## src/rtl/pool_array_ctrl.sv

```systemverilog
// Sequencing controller for the 16-lane 2x2/stride-2 pooling array.
// Replays one input tile to the lanes with row-end markers and writes lane results to sequential addresses.
module pool_array_ctrl #(
  parameter int POOL_NUM   = 16,
  parameter int DATA_WIDTH = 8,
  parameter int DIM_WIDTH  = 8,
  parameter int ADDR_WIDTH = 12
) (
  input  logic                           clk,
  input  logic                           rst,
  input  logic                           start_i,
  input  logic [DIM_WIDTH-1:0]           width_i,
  input  logic [DIM_WIDTH-1:0]           height_i,
  output logic                           busy_o,
  output logic                           done_o,
  output logic                           cfg_err_o,
  output logic                           lane_err_o,
  input  logic                           in_valid_i,
  output logic                           in_ready_o,
  input  logic [POOL_NUM*DATA_WIDTH-1:0] in_data_i,
  output logic [POOL_NUM-1:0]            act_valid_o,
  output logic [POOL_NUM-1:0]            act_last_o,
  output logic [POOL_NUM*DATA_WIDTH-1:0] act_result_o,
  input  logic [POOL_NUM-1:0]            pool_valid_i,
  input  logic [POOL_NUM*DATA_WIDTH-1:0] pool_result_i,
  output logic                           wr_en_o,
  output logic [ADDR_WIDTH-1:0]          wr_addr_o,
  output logic [POOL_NUM*DATA_WIDTH-1:0] wr_data_o
);

  typedef enum logic [1:0] {IDLE, RUN, DRAIN, DONE} state_t;

  state_t                 state, state_next;
  logic [DIM_WIDTH-1:0]   w_q, h_q, col, row;
  logic [ADDR_WIDTH-1:0]  out_cnt, out_target, cnt_next;
  logic [2*DIM_WIDTH-1:0] tile_outputs;
  logic                   cfg_legal, start_ok, accept, last_col, last_beat;
  logic                   collect, capture;

  assign cfg_legal = !width_i[0] && (width_i != '0) && !height_i[0] && (height_i != '0);
  assign start_ok  = (state == IDLE) && start_i && cfg_legal;
  assign accept    = in_valid_i && (state == RUN);
  assign last_col  = (col == w_q - DIM_WIDTH'(1));
  assign last_beat = last_col && (row == h_q - DIM_WIDTH'(1));
  assign collect   = (state == RUN) || (state == DRAIN);
  assign capture   = collect && pool_valid_i[0];
  // Completion compares against the count including this cycle's capture.
  assign cnt_next  = out_cnt + ADDR_WIDTH'(capture);
  assign tile_outputs = (2*DIM_WIDTH)'(width_i[DIM_WIDTH-1:1]) *
                        (2*DIM_WIDTH)'(height_i[DIM_WIDTH-1:1]);

  always_ff @(posedge clk) begin
    if (rst) state <= IDLE;
    else     state <= state_next;
  end

  always_comb begin
    state_next = state;
    case (state)
      IDLE:    if (start_ok) state_next = RUN;
      RUN:     if (accept && last_beat) state_next = (cnt_next == out_target) ? DONE : DRAIN;
      DRAIN:   if (cnt_next == out_target) state_next = DONE;
      DONE:    state_next = IDLE;
      default: state_next = IDLE;
    endcase
  end

  always_comb begin
    in_ready_o = (state == RUN);
    busy_o     = (state != IDLE);
    done_o     = (state == DONE);
  end

  always_ff @(posedge clk) begin
    if (rst) begin
      w_q          <= '0;
      h_q          <= '0;
      col          <= '0;
      row          <= '0;
      out_cnt      <= '0;
      out_target   <= '0;
      cfg_err_o    <= 1'b0;
      lane_err_o   <= 1'b0;
      act_valid_o  <= '0;
      act_last_o   <= '0;
      act_result_o <= '0;
      wr_en_o      <= 1'b0;
      wr_addr_o    <= '0;
      wr_data_o    <= '0;
    end else begin
      cfg_err_o   <= (state == IDLE) && start_i && !cfg_legal;
      act_valid_o <= {POOL_NUM{accept}};
      act_last_o  <= {POOL_NUM{accept && last_col}};
      wr_en_o     <= capture;

      if (start_ok) begin
        w_q        <= width_i;
        h_q        <= height_i;
        out_target <= ADDR_WIDTH'(tile_outputs);
        col        <= '0;
        row        <= '0;
        out_cnt    <= '0;
        lane_err_o <= 1'b0;
      end else if (collect && (pool_valid_i != '0) && (pool_valid_i != '1)) begin
        lane_err_o <= 1'b1;
      end

      if (accept) begin
        act_result_o <= in_data_i;
        if (last_col) begin
          col <= '0;
          row <= row + DIM_WIDTH'(1);
        end else begin
          col <= col + DIM_WIDTH'(1);
        end
      end

      // Lane 0 decides the write even when the other lanes disagree.
      if (capture) begin
        wr_addr_o <= out_cnt;
        wr_data_o <= pool_result_i;
        out_cnt   <= out_cnt + ADDR_WIDTH'(1);
      end
    end
  end

endmodule

```

## config.mk

```make
export PLATFORM = sky130hd
export DESIGN_NAME = pool_array_ctrl
export DESIGN_NICKNAME = d
export VERILOG_FILES = /design/src/rtl/pool_array_ctrl.sv
export SDC_FILE = /design/constraint.sdc
export NUM_CORES = 1
export LEC_CHECK = 0
export CAP_MARGIN = 20
export CORE_AREA = 3 3 234 236
export CTS_CLUSTER_DIAMETER = 40
export CTS_CLUSTER_SIZE = 12
export DETAILED_ROUTE_END_ITERATION = 10
export DIE_AREA = 0 0 237 239
export GPL_TIMING_DRIVEN = 1
export HOLD_SLACK_MARGIN = 0.12
export SLEW_MARGIN = 20
export SYNTH_ARGS = -nofsm -noshare
export SYNTH_HDL_FRONTEND = slang
export SYNTH_SLANG_ARGS = --single-unit
```

## constraint.sdc

```tcl
create_clock -name clk -period 5.34 [get_ports clk]
set_clock_uncertainty 0.05 [all_clocks]
set_input_delay 0.801 -clock clk [delete_from_list [all_inputs] [get_ports clk]]
set_output_delay 0.801 -clock clk [all_outputs]
set_load 0.005 [all_outputs]
```

==> impl_metrics.json <==
{
  "area_growth_pct": 61.05,
  "path_clk_slew_ps": 50,
  "postCtsSetupBuffers": 0,
  "firstDrtPassIters": 5,
  "synth_top_area_cell": "dfxtp_1",
  "crit_fanout": 4,
  "cts_buffers": 61,
  "ir_drop_v": 0.0002982,
  "gp_congestion": 0.8329,
  "drive_gt1_frac": 0.06351,
  "drtIter0Drc": 622,
  "max_cap_viol_count": 0,
  "io_buffers": 597,
  "yosys.area.top_type_share": 0.4683,
  "ys_warn_count": 0,
  "crit_chain": "clkdlybuf4s50_1, and2_1, fa_1, inv_1, fa_1, inv_1, fa_1, inv_1, fa_1, inv_1, ha_1, a21o_1, a21o_1, a31oi_1, mux2i_1, a21oi_1",
  "place_area_mm2": 0.02057,
  "rows": 84,
  "status": "finished, final reports clean",
  "via_count": 14180,
  "dieArea_mm2": 0.05664,
  "synthesis.area_mm2": 0.01415,
  "period_minus_slack_ps": 4556,
  "rsz0062_at_grt": "false",
  "final_area_mm2": 0.02279,
  "grt_max_degree": 102,
  "cts_buffer_depth": 3,
  "drc": 0,
  "postCtsHoldBufs": 0,
  "fmax_mhz": 219.5,
  "async_reset_ff_frac": 0,
  "synth_ff_type": "dfxtp_1",
  "cts.sinks": 331,
  "min_path_type": "flip-flop to flip-flop",
  "cts_tree": "built",
  "clock_latency_ps": 600,
  "drt-total-wl_um": 53880,
  "finalSetupTns_ps": 0,
  "synth.distinct_cells": 61,
  "ios": 598,
  "post_synth_main_area_contributors": "dfxtp_1 (47%), nand2_1 (15%), a21oi_1 (10%)",
  "power.leakage_nw": 8.148,
  "cp_top_family": "adder cells",
  "synth_edf_count": 0,
  "gr-usage-all-layers": 0.1794,
  "grt_pass1_vias": 13950,
  "drtAntennaViolNets": 0,
  "synthCells": 1769,
  "synth_common_cells": "nand2_1 (582), dfxtp_1 (331), a21oi_1 (291)",
  "cp-end-kind": "flip-flop",
  "syn-num-nets": 2122,
  "core_mm2": 0.05266,
  "die_y_um": 239,
  "finalCritPeriodShare": 0.8532,
  "cp.required_ps": 5740,
  "place_hpwl_um": 39360,
  "post_cts_resized": 0,
  "total_power_mw": 9.278,
  "wl_per_cell_um": 17.66,
  "slew_headroom": 0.2801,
  "critPathLaunchType": "input pin",
  "start_util": 0.2687,
  "power_density_mw_per_mm2": 407.1,
  "setup_viol": 0,
  "yosysMostFrequentCell": "nand2_1",
  "htreeDepth": 2,
  "cts_root_buffer": "clkbuf_16",
  "yosys_register_bits": 331,
  "antenna_found_initial": 6,
  "path_buf_inv": 5,
  "worst_pin_slew_ps": 1080,
  "crit_type": "input pin to flip-flop",
  "overflow": 0,
  "viasPerCell": 4.649,
  "syn_avg_cell_area_um2": 7.999,
  "arrival_ps": 4960,
  "ys_seq_area_frac": 0.4683,
  "die_w_um": 237,
  "worst_path_largest_cell_delay_ps": 530,
  "maxSlewViolCount": 0,
  "cp_slowest_cell": "fa_1",
  "grt_pass1_wl_um": 80940,
  "fin_nets": 2664,
  "hold_viol_final": 0
}
cell families after synthesis:
family          share of synthesized area
buf+inv                           0.05420
simple gates                       0.2304
flops                              0.4683
compound gates                     0.1536
mux                              0.001415
fa+ha+maj                         0.06614
xor+xnor                          0.02599
path summary, 6_finish.rpt:
| kind | cells after the start | endpoint | start | slack (ps) |
|---|---|---|---|---|
| min reg2reg | 2 | act_result_o[75] | act_result_o[75] | 400 |
| max | 16 | out_target[10] | width_i[6] | 780 |
| min | 2 | act_result_o[75] | act_result_o[75] | 400 |
| max reg2reg | 13 | state[0] | state[1] | 1520 |
routing by layer:
| layer | vias to the layer above | track usage | part of all wire |
|---|---|---|---|
| met3 | 90 | 0.06357 | 0.095 |
| met2 | 568 | 0.3007 | 0.47 |
| met4 | 2 | 0.05662 | 0.029 |
| li1 | 6952 | - | - |
| met5 | - | 0 | 0.00024 |
| met1 | 6571 | 0.2154 | 0.40 |
registers in the layout, indices dropped and copies added, names as in the netlist, 2 cells and up:
name	count
out_cnt	12
col	8
state	2
act_result_o	128
row	8
h_q	8
wr_data_o	128
w_q	8
out_target	12
wr_addr_o	12
placed cells by master (no fill, tap or decap), types with 4 or more instances in the layout:
| master | instances |
|---|---|
| clkdlybuf4s50_1 | 596 |
| nand2_1 | 580 |
| dfxtp_1 | 331 |
| a21oi_1 | 291 |
| clkbuf_16 | 61 |
| nor2_1 | 44 |
| and2_1 | 38 |
| ha_1 | 38 |
| inv_1 | 30 |
| xnor2_1 | 29 |
| o21ai_0 | 26 |
| buf_4 | 24 |
| nand3_1 | 23 |
| fa_1 | 23 |
| a22o_1 | 19 |
| nor3_1 | 17 |
| nor4_1 | 14 |
| xor2_1 | 13 |
| inv_6 | 12 |
| clkinvlp_4 | 12 |
| and3_1 | 11 |
| bufinv_16 | 11 |
| nand4_1 | 8 |
| nor2b_1 | 7 |
| a31oi_1 | 7 |
| clkinv_4 | 7 |
| nand3b_1 | 6 |
| a311oi_1 | 5 |
| a21o_1 | 5 |
| nor3b_1 | 4 |
| o31ai_1 | 4 |
| a32o_1 | 4 |
| clkinv_2 | 4 |
cell type report:
type	instances	area (um^2)
diodes	1	2.502
fillers	5155	29860
clock buffers	66	1575
well taps	688	860.8
clock inverters	48	638.1
repair buffers	622	6181
flip-flops and latches	331	6626
inverters	31	118.9
multi-input cells	1264	6788
worst register-to-register path: cells and delay by family (launching register included):
kind | cells | cell delay, ps
AOI/OAI and AO/OA | 6 | 1670
and+or+nand+nor | 1 | 140
DFF | 1 | 400
buffers and inverters | 3 | 440
adders and majority gates | 3 | 1010
report_power, final:
group | internal (mW) | switching (mW)
combinational | 1.11 | 1.07
sequential | 2.79 | 0.185
clock | 2.70 | 1.43
per-stage QoR:
| stage | hold WS, ps | std cells | setup WS [ps] | util |
|---|---|---|---|---|
| final | 400.5 | 3051 | 784.0 | 0.4328 |
| after floorplan | 394.3 | 1769 | 726.4 | - |
| after CTS | 402.7 | 3050 | 809.1 | 0.4327 |
| after global routing | 416.7 | 3051 | 591.9 | 0.4328 |
| after detailed placement | 395.9 | 2936 | 171.9 | 0.3906 |
| after global placement | 390.5 | 2936 | 176.6 | 0.3906 |
Power figures use the tool's default switching activity.
